`config.mk`:
```
export PLATFORM = sky130hd
export DESIGN_NAME = ioctl_upload_tx_flat
export DESIGN_NICKNAME = d
export VERILOG_FILES = /design/src/rtl/ioctl_pkg.sv /design/src/rtl/ioctl_upload_tx_if.sv /design/src/rtl/spi_pin_sync.sv /design/src/rtl/ioctl_upload_tx.sv /design/src/flat_wrapper.sv
export SDC_FILE = /design/constraint.sdc
export NUM_CORES = 1
export LEC_CHECK = 0
export CORE_ASPECT_RATIO = 1.1
export CORE_MARGIN = 10
export CORE_UTILIZATION = 30
export CTS_CLUSTER_DIAMETER = 120
export DETAILED_ROUTE_END_ITERATION = 7
export HOLD_SLACK_MARGIN = 0.15
export PLACE_DENSITY = 0.57
export SYNTH_ARGS = -nofsm -noshare
export SYNTH_HDL_FRONTEND = slang
export SYNTH_HIERARCHICAL = 1
export SYNTH_SLANG_ARGS = --single-unit
```
`constraint.sdc`:
```
create_clock -name clk_sys -period 2.9 [get_ports clk_sys]
set_input_delay 0.58 -clock clk_sys [delete_from_list [all_inputs] [get_ports clk_sys]]
set_output_delay 0.58 -clock clk_sys [all_outputs]
set_load 0.05 [all_outputs]
```
`src/rtl/ioctl_pkg.sv`:
```
// Shared ioctl channel definitions: host command bytes and the upload FSM states.
// Also used by data_io for its own command decode.
package ioctl_pkg;

    localparam logic [7:0] UP_START = 8'h60;
    localparam logic [7:0] UP_DATA  = 8'h61;
    localparam logic [7:0] UP_END   = 8'h62;

    typedef enum logic [2:0] {
        IDLE,
        CMD,
        IDX,
        STREAM,
        IGNORE
    } up_state_e;

endpackage

```
`src/rtl/ioctl_upload_tx_if.sv`:
```
// Read port toward the SDRAM arbiter: one-cycle rd request, data returned with a valid strobe.
// The upload core is the master, the arbiter (or a memory model) is the slave.
interface ioctl_upload_tx_if #(
    parameter int ADDR_W = 25
) ();

    logic [ADDR_W-1:0] addr;
    logic              rd;
    logic [7:0]        din;
    logic              din_valid;

    modport master (
        output addr,
        output rd,
        input  din,
        input  din_valid
    );

    modport slave (
        input  addr,
        input  rd,
        output din,
        output din_valid
    );

endinterface

```
`src/rtl/spi_pin_sync.sv`:
```
// Brings SPI_SCK/SPI_SS/SPI_DI into clk_sys through SYNC_FF flops (SYNC_FF >= 2)
// and derives single-cycle SCK rise/fall and SS fall pulses.
module spi_pin_sync #(
    parameter int SYNC_FF = 2
) (
    input  logic clk,
    input  logic reset,
    input  logic sck,
    input  logic ss,
    input  logic di,
    output logic sck_s,
    output logic ss_s,
    output logic di_s,
    output logic sck_rise,
    output logic sck_fall,
    output logic ss_fall
);

    logic [SYNC_FF-1:0] sck_q, sck_d;
    logic [SYNC_FF-1:0] ss_q, ss_d;
    logic [SYNC_FF-1:0] di_q, di_d;
    logic               sck_prev_q, sck_prev_d;
    logic               ss_prev_q, ss_prev_d;

    always_comb begin
        sck_d      = {sck_q[SYNC_FF-2:0], sck};
        ss_d       = {ss_q[SYNC_FF-2:0], ss};
        di_d       = {di_q[SYNC_FF-2:0], di};
        sck_prev_d = sck_s;
        ss_prev_d  = ss_s;
    end

    // Idle levels on reset so no spurious edge is seen when it lifts.
    always_ff @(posedge clk) begin
        if (reset) begin
            sck_q      <= '0;
            ss_q       <= '1;
            di_q       <= '0;
            sck_prev_q <= 1'b0;
            ss_prev_q  <= 1'b1;
        end else begin
            sck_q      <= sck_d;
            ss_q       <= ss_d;
            di_q       <= di_d;
            sck_prev_q <= sck_prev_d;
            ss_prev_q  <= ss_prev_d;
        end
    end

    assign sck_s    = sck_q[SYNC_FF-1];
    assign ss_s     = ss_q[SYNC_FF-1];
    assign di_s     = di_q[SYNC_FF-1];
    assign sck_rise = sck_s & ~sck_prev_q;
    assign sck_fall = ~sck_s & sck_prev_q;
    assign ss_fall  = ~ss_s & ss_prev_q;

endmodule

```
`src/rtl/ioctl_upload_tx.sv`:
```
// SPI responder streaming core memory to the MCU on SS2, fed by a one-byte
// prefetch buffer that reads through the ioctl rd/valid port.
module ioctl_upload_tx
    import ioctl_pkg::*;
#(
    parameter int ADDR_W  = 25,
    parameter int SYNC_FF = 2
) (
    input  logic              clk_sys,
    input  logic              reset,
    input  logic              SPI_SCK,
    input  logic              SPI_SS,
    input  logic              SPI_DI,
    output logic              SPI_DO,
    output logic              spi_do_oe,
    output logic              ioctl_upload,
    output logic [7:0]        ioctl_index,
    output logic              underrun,
    ioctl_upload_tx_if.master mem
);

    logic sck_s, ss_s, di_s, sck_rise, sck_fall, ss_fall;

    spi_pin_sync #(
        .SYNC_FF (SYNC_FF)
    ) u_sync (
        .clk      (clk_sys),
        .reset    (reset),
        .sck      (SPI_SCK),
        .ss       (SPI_SS),
        .di       (SPI_DI),
        .sck_s    (sck_s),
        .ss_s     (ss_s),
        .di_s     (di_s),
        .sck_rise (sck_rise),
        .sck_fall (sck_fall),
        .ss_fall  (ss_fall)
    );

    up_state_e         state_q, state_d;
    logic [2:0]        bit_cnt_q, bit_cnt_d;
    logic [6:0]        rx_q, rx_d;
    logic [7:0]        tx_q, tx_d;
    logic [7:0]        buf_q, buf_d;
    logic              full_q, full_d;
    logic              pend_q, pend_d;
    logic              rd_q, rd_d;
    logic              skip_q, skip_d;
    logic              upload_q, upload_d;
    logic              underrun_q, underrun_d;
    logic [7:0]        index_q, index_d;
    logic [ADDR_W-1:0] addr_q, addr_d;

    logic       byte_done;
    logic [7:0] rx_byte;
    logic       is_start, is_data;
    logic       stream_entry, idx_done, cmd_end;
    logic       boundary, shift, load, consume, accept;

    assign byte_done = ~ss_s & sck_rise & (bit_cnt_q == 3'd7);
    assign rx_byte   = {rx_q, di_s};
    assign is_start  = rx_byte == UP_START;
    assign is_data   = (rx_byte == UP_DATA) & upload_q;

    always_ff @(posedge clk_sys) begin
        if (reset) state_q <= IDLE;
        else       state_q <= state_d;
    end

    always_comb begin
        state_d = state_q;
        unique case (state_q)
            IDLE: if (ss_fall) state_d = CMD;
            CMD: begin
                if (byte_done) begin
                    unique case (1'b1)
                        is_start: state_d = IDX;
                        is_data:  state_d = STREAM;
                        default:  state_d = IGNORE;
                    endcase
                end
            end
            IDX:     if (byte_done) state_d = IGNORE;
            default: state_d = state_q;
        endcase
        if (ss_s) state_d = IDLE;
    end

    // The fall right after entry is the command byte's own 8th fall: skip it.
    always_comb begin
        spi_do_oe    = state_q == STREAM;
        SPI_DO       = spi_do_oe ? tx_q[7] : 1'b1;
        stream_entry = (state_q == CMD) & byte_done & is_data;
        cmd_end      = (state_q == CMD) & byte_done & (rx_byte == UP_END);
        idx_done     = (state_q == IDX) & byte_done;
        boundary     = spi_do_oe & ~ss_s & sck_fall & ~skip_q
                       & (bit_cnt_q == 3'd0);
        shift        = spi_do_oe & ~ss_s & sck_fall & ~skip_q
                       & (bit_cnt_q != 3'd0);
        load         = stream_entry | boundary;
        consume      = load & full_q;
        accept       = mem.din_valid & pend_q;
    end

    always_comb begin
        bit_cnt_d  = bit_cnt_q;
        rx_d       = rx_q;
        tx_d       = tx_q;
        buf_d      = buf_q;
        full_d     = full_q;
        pend_d     = pend_q;
        rd_d       = 1'b0;
        skip_d     = skip_q;
        upload_d   = upload_q;
        underrun_d = underrun_q;
        index_d    = index_q;
        addr_d     = addr_q;

        if (ss_s) begin
            bit_cnt_d = '0;
        end else if (sck_rise) begin
            bit_cnt_d = bit_cnt_q + 3'd1;
            rx_d      = rx_byte[6:0];
        end

        if (load)       tx_d = full_q ? buf_q : 8'hFF;
        else if (shift) tx_d = {tx_q[6:0], 1'b1};

        if (stream_entry)              skip_d = 1'b1;
        else if (spi_do_oe & sck_fall) skip_d = 1'b0;

        // Old byte leaves before new data lands in the buffer.
        if (consume) full_d = 1'b0;
        if (accept) begin
            full_d = 1'b1;
            buf_d  = mem.din;
            pend_d = 1'b0;
        end
        if (consume) begin
            addr_d = addr_q + ADDR_W'(1);
            rd_d   = 1'b1;
            pend_d = 1'b1;
        end
        if (load & ~full_q) underrun_d = 1'b1;

        if (cmd_end) upload_d = 1'b0;
        if (idx_done) begin
            index_d    = rx_byte;
            addr_d     = '0;
            upload_d   = 1'b1;
            underrun_d = 1'b0;
            full_d     = 1'b0;
            rd_d       = 1'b1;
            pend_d     = 1'b1;
        end
    end

    always_ff @(posedge clk_sys) begin
        if (reset) begin
            bit_cnt_q  <= '0;
            rx_q       <= '0;
            tx_q       <= 8'hFF;
            buf_q      <= '0;
            full_q     <= 1'b0;
            pend_q     <= 1'b0;
            rd_q       <= 1'b0;
            skip_q     <= 1'b0;
            upload_q   <= 1'b0;
            underrun_q <= 1'b0;
            index_q    <= '0;
            addr_q     <= '0;
        end else begin
            bit_cnt_q  <= bit_cnt_d;
            rx_q       <= rx_d;
            tx_q       <= tx_d;
            buf_q      <= buf_d;
            full_q     <= full_d;
            pend_q     <= pend_d;
            rd_q       <= rd_d;
            skip_q     <= skip_d;
            upload_q   <= upload_d;
            underrun_q <= underrun_d;
            index_q    <= index_d;
            addr_q     <= addr_d;
        end
    end

    assign mem.addr     = addr_q;
    assign mem.rd       = rd_q;
    assign ioctl_upload = upload_q;
    assign ioctl_index  = index_q;
    assign underrun     = underrun_q;

endmodule

```
`src/flat_wrapper.sv`:
```
// flat-port wrapper written by rule: the top's interface ports become plain ports
module ioctl_upload_tx_flat import ioctl_pkg::*;
#(
    parameter int ADDR_W  = 25,
    parameter int SYNC_FF = 2
)
  (clk_sys, reset, SPI_SCK, SPI_SS, SPI_DI, SPI_DO, spi_do_oe, ioctl_upload, ioctl_index, underrun, mem_addr, mem_rd, mem_din, mem_din_valid);
  ioctl_upload_tx_if #(.ADDR_W(ADDR_W)) mem_i ();
  input  logic clk_sys;
  input  logic reset;
  input  logic SPI_SCK;
  input  logic SPI_SS;
  input  logic SPI_DI;
  output logic SPI_DO;
  output logic spi_do_oe;
  output logic ioctl_upload;
  output logic [7:0] ioctl_index;
  output logic underrun;
  output wire logic [$bits(mem_i.addr)-1:0] mem_addr;
  output wire logic [$bits(mem_i.rd)-1:0] mem_rd;
  input wire logic [$bits(mem_i.din)-1:0] mem_din;
  input wire logic [$bits(mem_i.din_valid)-1:0] mem_din_valid;
  assign mem_addr = mem_i.addr;
  assign mem_rd = mem_i.rd;
  assign mem_i.din = mem_din;
  assign mem_i.din_valid = mem_din_valid;
  ioctl_upload_tx #(.ADDR_W(ADDR_W), .SYNC_FF(SYNC_FF)) u_core (.clk_sys(clk_sys), .reset(reset), .SPI_SCK(SPI_SCK), .SPI_SS(SPI_SS), .SPI_DI(SPI_DI), .SPI_DO(SPI_DO), .spi_do_oe(spi_do_oe), .ioctl_upload(ioctl_upload), .ioctl_index(ioctl_index), .underrun(underrun), .mem(mem_i));
endmodule
```
After elaboration in Yosys (flattened, before gate mapping)
Cells that the tools add are included.
- $add $sub $neg: 2
- multipliers: 0
- divide/modulo/power cells: 0
- magnitude comparators: 0
- equal/unequal tests: 10
- shift operators: 0
- multiplexer cells: 20
- bitwise gates (word level): 25
- reduce and logical (&&, ||, !) cells: 13
- operator list (cell ; number):
    $add 25x1->25 const B ; 1
    $eq 8x7->1 const B ; 3
    $mux 8 ; 3
    $and 1x1->1 ; 19
    $mux 1 ; 12
    $mux 3 ; 3
    $pmux 3 s3 ; 1
    $reduce_bool 3->1 ; 3
    $reduce_bool 2->1 ; 4
    $eq 3x2->1 const B ; 2
    $logic_not 3->1 ; 2
    $ne 2x1->1 const B ; 3
    $pmux 3 s2 ; 1
    $not 1->1 ; 5
    $reduce_and 4->1 ; 1
    $reduce_or 2->1 ; 2
    $add 3x1->3 const B ; 1
    $eq 3x1->1 const B ; 1
    $eq 3x3->1 const B ; 1
    $reduce_and 2->1 ; 1
    $or 1x1->1 ; 1
- flip-flop bits (word level): 76
- latch bits: 0
- RAM bits: 0
- bits in read-only memories: 0
- output and inout bits: 38
- logic and storage cells: 88
- memories: 0

Longest topological paths before layout
Gate-level depths: netlist of the first run.
- depth after elaboration: 10
- mapped depth: 10

Cells and area by module
Netlist of the first run, hierarchy kept.
- modules (own cells, without submodules) (module ; times used ; cells each ; area each (sq um)):
    ioctl_upload_tx ; 1 ; 357 ; 2991.6
    spi_pin_sync ; 1 ; 19 ; 229.0

Worst setup path after synthesis of the first run
OpenSTA, ideal clock, no wires.
- kind: register to register
- start: register u_core.addr_q[4] (netlist: u_core/mem.addr[4])
- end: register u_core.addr_q[21] (netlist: u_core/mem.addr[21])
- library setup time: 70 ps
- arrival: 2103 ps
- required time: 2830 ps
- slack: 728 ps
- stages on the path, launching flop included: 6
- path buffers: 0
- period minus slack after synthesis: 2172 ps
- path through: dfxtp_1 -> nand4_1 -> nor3_1 -> nand3_1 -> or4_1 -> a21oi_1
- word-level cells in the longest chain between the ends: 1
- RTL lines (item ; line ; RTL):
    start, declared ; ioctl_upload_tx.sv:52 ; logic [ADDR_W-1:0] addr_q, addr_d;
    start signal, assigned ; ioctl_upload_tx.sv:184 ; addr_q <= addr_d;
    $add 25x1->25 ; ioctl_upload_tx.sv:140 ; addr_d = addr_q + ADDR_W'(1);
No other way between the ends.
A chain may end at the register's enable or synchronous reset.

Worst setup path after layout of the first run
- start: register u_core.state_q[2]
- end: output SPI_DO
- word-level cells in the longest chain between the ends: 2
- RTL lines (item ; line ; RTL):
    start, declared ; ioctl_upload_tx.sv:40 ; up_state_e state_q, state_d;
    start signal, assigned ; ioctl_upload_tx.sv:67 ; else state_q <= state_d;
    $eq 3x2->1 ; ioctl_upload_tx.sv:91 ; spi_do_oe = state_q == STREAM;
    $mux 1 ; ioctl_upload_tx.sv:92 ; SPI_DO = spi_do_oe ? tx_q[7] : 1'b1;
    end, declared ; flat_wrapper.sv:14 ; output logic SPI_DO;
No other way between the ends.

==> summary.txt, run 1 <==
Clock network
  – PostCTS Resize Cnt: 0
  – Root buf cell: clkbuf_16
  – CTS tree: done
  – Number of H-tree levels: 3
  – # clock sinks: between 70 and 80
  – Postcts setup bufs: 0
  – Reg clk slew, reported paths: about 0.050 ns
  – Worst-skew pair later-pin latency: between 0.3 and 0.4 ns
  – Hold-fix buffer count after cts: 0
  – Max clock buf depth: 2
  – CTS Buf Count: 9

Final layout
  – Post-route cell area: approximately 4100 um2
  – Layout cells sized above 1: around 7.3%
  – Post-Layout Cell Count: roughly 570
  – Diode count: 0
  – Area growth syn-to-layout: 28.71%
  – Nets: roughly 440

Drt
  – Via count: between 2000 and 3000
  – Post-DRT Antenna Nets: 0
  – Met2 WL: around 3.1 mm
  – Residual DRC: 0
  – 1st-iter DRT viols: 165
  – Top sig layer: met4
  – Final WL: roughly 7.3 mm
  – WL met3: around 440 um
  – Post-detailed-route wirelength per cell: approximately 13 um
  – DR pass1 iterations: 4
  – Via density: about 4.9
  – Met1 wire length: 3.695 mm

Logic synthesis
  – Syn Area/Cell: roughly 8.6 um2
  – Area share of the largest cell type after synthesis: about 47%
  – Largest family of logic cells by synthesized area: simple AND/OR/NAND/NOR gates
  – Most common cell in the netlist: dfxtp_1
  – Synth Register Bits: 76
  – Dominant cell type by area after synthesis: dfxtp_1
  – Number of synthesized flops with an enable pin: 0
  – Synth Area in Simple Gates: between 20% and 30%
  – Synth Net Count: 394
  – Post-synthesis sequential area ratio: 47.24%
  – YS warnings: 6
  – Distinct cell type count after synthesis: 43
  – Post-synth design cell area: around 3200 um2
  – Mapped Cells: approximately 380
  – Compound-gate portion of the synthesized area: a little under a fifth
  – XOR/XNOR Fraction of Synth Area: approximately 1.1%
  – Predominant post-synthesis flop cell: dfxtp_1
  – Post-synthesis mux area share: less than 1%
  – FFs w/ async S/R, synth: 0%
  – Top post-synthesis cells by area: dfxtp_1 (47%), a21oi_1 (9.3%), nand2_1 (5.9%), o21ai_0 (3.3%), or3_1 (2.7%)
  – Synth Area in Adders: ~1.6%
  – Top post-synthesis cells by count: dfxtp_1 (76), a21oi_1 (60), nand2_1 (51)

Die
  – Chip width: 118.8 um
  – Die area: between 15000 and 20000 um2
  – # IOs: between 50 and 60
  – Initial core utilization: a little under a third
  – Core ar.: roughly 10000 um2
  – Die H: roughly 130 um
  – # rows: 39

STA
  – Worst slew pin tran: 0.9327 ns
  – Final hold vios: 0
  – Worst slew margin: roughly 38%
  – Unrepaired setup endpoints after global routing: false
  – Final setup violation count: 0
  – Sum Neg Setup Slack: 0 ns
  – Final worst path period share: 88.20%
  – Max frequency: roughly 390 MHz
  – Fin crit period: about 2.6 ns
  – Clock Skew: ~0.0077 ns
  – Fin. max-slew vios: 0

Power
  – Leakage: 1.315 nW
  – VDD IR max: 221.3 uV
  – PD cells: between 500 and 600 nW/um2

GRT
  – Global-route wire length before repair: 12.57 mm
  – Pin count of the biggest net entering global routing: 28
  – Initial antenna violation count: 0
  – GRT overflow: 0
  – Number of global-route vias before repair: about 2600
  – GRT Total Usage: around 10%

Critical path
  – Critical path startpoint category: flip-flop
  – Worst endpoint required time: between 2 and 2.5 ns
  – CP arrival: ~2.0 ns
  – Critical path capture point type: primary output
  – Max FO, Critical Path: 8
  – Crit Path Class: reg -> out

Hold path
  – Hold WC Path Type: reg -> reg

Outcome
  – Status: finished clean

Placed design
  – DP Area: approximately 3800 um2
  – Post-DP HPWL: about 5.2 mm
  – Cell Count Post-Placement: about 560
  – Placer congestion estimate: ~0.8
  – Port buffer count: 51

Flow run
  – Max-cap viol count: 0
==> through the flow <==
step	util, %	setup slack, ns	total power, mW	hold WS (ns)
6_report	39.70	0.3423	2.250	0.4080
5_1_grt	39.70	0.2467	2.329	0.4425
4_1_cts	39.70	0.3385	2.280	0.4091
3_5_place_dp	36.78	0.5441	1.126	0.3899
3_3_place_gp	36.78	0.6067	1.126	0.3859
2_1_floorplan	-	0.7277	1.100	0.3832
==> worst max-delay path: stages (launching register included) <==
cell	delay, ns
dfxtp_1	0.44
and3b_1	0.29
nand2b_1	0.11
clkdlybuf4s50_1	0.81
==> metal layers <==
layer | GRT usage (%) | vias up
li1 | - | 1421
met1 | 12.93 | 1269
met2 | 14.24 | 69
met3 | 3.412 | 4
met4 | 3.451 | 0
met5 | 0 | -
==> cell usage in the layout, fill, tap and decap left out, types with 4 or more instances in the layout <==
master,n
or4_1,8
nor4_1,4
nor2_1,14
dfxtp_1,76
nand4_1,5
nor3_1,7
or3_1,14
clkdlybuf4s50_1,51
nand3_1,15
ha_1,4
o22ai_1,7
inv_1,12
clkbuf_16,9
nand2_1,51
buf_4,9
o21ai_0,21
o31ai_1,8
nand2b_1,5
a21oi_1,60
nor2b_1,10
==> worst paths after layout <==
path              slack, ns  cells past startpoint                     to             startpoint
setup / recovery       0.34                      3                 SPI_DO      u_core/state_q[2]
hold reg to reg        0.41                      1  u_core/u_sync/ss_q[1]  u_core/u_sync/ss_q[0]
setup reg to reg       0.53                      7    u_core/mem.addr[15]    u_core/bit_cnt_q[0]
hold / removal         0.41                      1  u_core/u_sync/ss_q[1]  u_core/u_sync/ss_q[0]
==> state kept, by name (all words and copies together), names as in the netlist, 2 cells and up <==
signal,count
u_core/rx_q,7
u_core/tx_q,8
u_core/state_q,3
u_core/u_sync/ss_q,2
u_core/u_sync/di_q,2
u_core/ioctl_index,8
u_core/u_sync/sck_q,2
u_core/buf_q,8
u_core/mem.addr,25
u_core/bit_cnt_q,3
==> cell type report <==
cell class	instances	area, um2
Clock inverter	5	78.83
Tap cell	143	178.9
Sequential cell	76	1521
Multi-Input combinational cell	264	1518
Timing Repair Buffer	60	578.1
Clock buffer	9	225.2
Inverter	12	45.04
Fill cell	1096	6297
==> power breakdown <==
group	leakage (nW)	internal (mW)	switching, mW
sequential	0.614	1.05	0.00370
combinational	0.550	0.0253	0.0248
clock	0.151	0.741	0.406
==> cell families after synthesis <==
logic type / after synthesis
buffers and inverters: 36
AOI/OAI and AO/OA: 105
DFF: 76
xor gates and xnor gates: 4
muxes: 2
adders and majority gates: 4
and+or+nand+nor: 149
Power figures use the tool's default switching activity.
==> inputs of run 2 (changes only) <==
--- a/config.mk
+++ b/config.mk
@@ -5,7 +5,6 @@
 export SDC_FILE = /design/constraint.sdc
 export NUM_CORES = 1
 export LEC_CHECK = 0
-export CORE_ASPECT_RATIO = 1.1
 export CORE_MARGIN = 10
 export CORE_UTILIZATION = 30
 export CTS_CLUSTER_DIAMETER = 120
@@ -16,3 +15,4 @@
 export SYNTH_HDL_FRONTEND = slang
 export SYNTH_HIERARCHICAL = 1
 export SYNTH_SLANG_ARGS = --single-unit
+export TNS_END_PERCENT = 5
==> run 2 against run 1 <==
Net effect: cell area shrank 2.5%; register-to-register slack lost 0.04 ns; power shrank 13%; sequential share of layout area grew 0.94 points; non-clock buffer count shrank 1; combinational power shrank 2%; worst setup slack lost 0.022 ns.
==> summary.txt, run 2 (synthesized netlist as in run 1, its figures left out) <==
Clock network
  – CTS Buf Count: 9 (unchanged)
  – Worst-skew pair later-pin latency: 0.35 ns (+0.03 ns)
  – Reg clk slew, reported paths: 0.08 ns (+0.03 ns)
  – Max clock buf depth: 2 (unchanged)
  – CTS tree: done
  – Hold-fix buffer count after cts: 0 (unchanged)
  – Root buf cell: clkbuf_8
  – Number of H-tree levels: 3 (unchanged)
  – PostCTS Resize Cnt: 0 (unchanged)
  – # clock sinks: 76 (unchanged)
  – Postcts setup bufs: 0 (unchanged)

Die
  – Initial core utilization: 31.06% (+0.22 points)
  – # IOs: 52 (unchanged)
  – # rows: 37 (-5.1%)
  – Core ar.: 10370 um2 (-0.70%)
  – Die area: 15280 um2 (about the same)
  – Chip width: 123.6 um (+4.1%)
  – Die H: 123.6 um (-3.9%)

Final layout
  – Commonest non-fill, non-tap cell in the layout: dfxtp_1
  – Diode count: 0 (unchanged)
  – Sequential Area: 1521 um2 (unchanged)
  – Area occupied by multi-input gates: 1518 um2 (unchanged)
  – Max reg flops: 25 (unchanged)
  – Filler Cells Inserted: 1080 (-1.5%)
  – Layout cells sized above 1: 7.494% (+0.22 points)
  – Fin util: 38.97% (-0.72 points)
  – Post-Layout Cell Count: 563 (-1.1%)
  – Nets: 440 (-0.23%)
  – Most frequent cells in the layout: dfxtp_1 (76), a21oi_1 (60), clkdlybuf4s50_1 (51), nand2_1 (51), o21ai_0 (21)
  – Area growth syn-to-layout: 25.49%

STA
  – Fin crit period: 2.580 ns (+0.02203 ns)
  – Sum Neg Setup Slack: 0 ns (unchanged)
  – Final setup violation count: 0 (unchanged)
  – Max frequency: 387.6 MHz (-0.85%)
  – Fin. max-slew vios: 0 (unchanged)
  – Worst slew margin: 33.75% (-4.1 points)
  – Worst slew pin tran: 0.9938 ns (+0.06105 ns)
  – Final hold vios: 0 (unchanged)
  – Final worst path period share: 88.96% (+0.76 points)
  – Unrepaired setup endpoints after global routing: false
  – Clock Skew: 0.01135 ns (+0.003638 ns)

Critical path
  – Max FO, Critical Path: 8 (unchanged)
  – R2R depth: 6 (-1)
  – Critical path capture point type: primary output
  – CP max-delay cell: clkdlybuf4s50_1
  – Crit Path Class: reg -> out
  – Crit-path leading delay family: buffers and inverters
  – CP Cell Sequence: and3b_1 -> clkdlybuf4s50_1
  – Critical path startpoint category: flip-flop
  – Slowest Stage Delay on Critical Path: 0.86 ns (+0.05 ns)
  – Crit path buffers/inverters: 1 (unchanged)
  – WP depth: 2 (-1)
  – Reg-to-reg startpoint: u_core/bit_cnt_q[0]
  – Critical Path Start: u_core/state_q[0]
  – CP arrival: 2.00 ns (+0.02 ns)
  – Worst endpoint required time: 2.32 ns (about the same)

Hold path
  – Hold WC Path Type: reg -> reg
  – Hold Path Origin: u_core/u_sync/ss_q[0]
  – Hold depth: 1 (unchanged)

Power
  – VDD IR max: 361.3 uV (+63%)
  – Leakage: 1.270 nW (-3.4%)
  – Power Total: 1.963 mW (-13%)
  – PD cells: 485.8 nW/um2 (-11%)

Placed design
  – Cell Count Post-Placement: 547 (-1.4%)
  – Placer congestion estimate: 0.7960 (-0.77%)
  – Port buffer count: 51 (unchanged)
  – Post-DP HPWL: 5.252 mm (+1.6%)

Drt
  – Post-detailed-route wirelength per cell: 13.12 um (+1.8%)
  – Residual DRC: 0 (unchanged)
  – Via count: 2772 (+0.33%)
  – Final WL: 7.385 mm (+0.76%)
  – Post-DRT Antenna Nets: 0 (unchanged)
  – 1st-iter DRT viols: 145 (-12%)
  – Via density: 4.924 (+1.4%)
  – DR pass1 iterations: 4 (unchanged)

Flow run
  – Max-cap viol count: 0 (unchanged)

GRT
  – Global-route wire length before repair: 12.34 mm (-1.8%)
  – Number of global-route vias before repair: 2710 (+3.4%)
  – Initial antenna violation count: 0 (unchanged)
  – GRT Total Usage: 9.785% (+0.068 points)
  – Pin count of the biggest net entering global routing: 28 (unchanged)
  – GRT overflow: 0 (unchanged)

Outcome
  – Status: finished clean
-- run 2: cell count changes in the layout (fill, tap and decap cells not counted) --
cell / delta
clkbuf_8: +11
clkbuf_16: -9
inv_6: +3
clkinv_2: -2
buf_4: -1
bufinv_16: -1
-- run 2: report_power, final --
| part | switching (mW) | leakage, nW | internal (mW) | total [mW] |
|---|---|---|---|---|
| combinational | 0.0245 | 0.545 | 0.0245 | 0.0490 |
| clock | 0.408 | 0.111 | 0.456 | 0.863 |
| sequential | 0.00393 | 0.614 | 1.05 | 1.05 |
| total | 0.436 | 1.27 | 1.53 | 1.96 |
-- run 2: per-layer routing --
metal  GRT usage, %  wire length, um
met5              0                0
met3          3.258              510
met2          15.50             3310
met4          4.148              104
met1          11.92             3460
-- run 2: area by class of cell --
cell class                      instances  area share [%]
Inverter                               12           1.115
Clock inverter                          5           1.610
Sequential cell                        76           37.65
Multi-Input combinational cell        264           37.55
Tap cell                              136           4.211
Timing Repair Buffer                   59           14.12
Clock buffer                           11           3.746
-- run 2: path summary, 6_finish.rpt --
check,endpoint,slack [ns]
setup reg to reg,u_core/tx_q[6],0.49
hold / removal,u_core/u_sync/ss_q[1],0.42
hold reg to reg,u_core/u_sync/ss_q[1],0.42
setup / recovery,spi_do_oe,0.32
-- run 2: worst register-to-register path, delay by kind of cell, from the launching register on --
family,cells,cell delay (ns)
adder cells (fa/ha/maj),2,0.40
AO/OA/AOI/OAI,2,1.04
flip-flops,1,0.34
AND/OR/NAND/NOR,2,0.47
-- run 2: per-stage QoR --
step	instance area, um2	setup WS [ns]	hold WS (ns)
5_1_grt	4041	0.2384	0.4445
3_3_place_gp	3825	0.6034	0.3860
2_1_floorplan	3221	0.7277	0.3832
3_5_place_dp	3825	0.5297	0.4073
6_report	4041	0.3202	0.4215
4_1_cts	4041	0.2891	0.4276
==> inputs of run 3 (changes only) <==
--- a/config.mk
+++ b/config.mk
@@ -5,6 +5,7 @@
 export SDC_FILE = /design/constraint.sdc
 export NUM_CORES = 1
 export LEC_CHECK = 0
+export ABC_CLOCK_PERIOD_IN_PS = 2900
 export CORE_MARGIN = 10
 export CORE_UTILIZATION = 30
 export CTS_CLUSTER_DIAMETER = 120
==> results of run 3 <==
The final DEF is identical to that of run 2; final timing and power are the same.
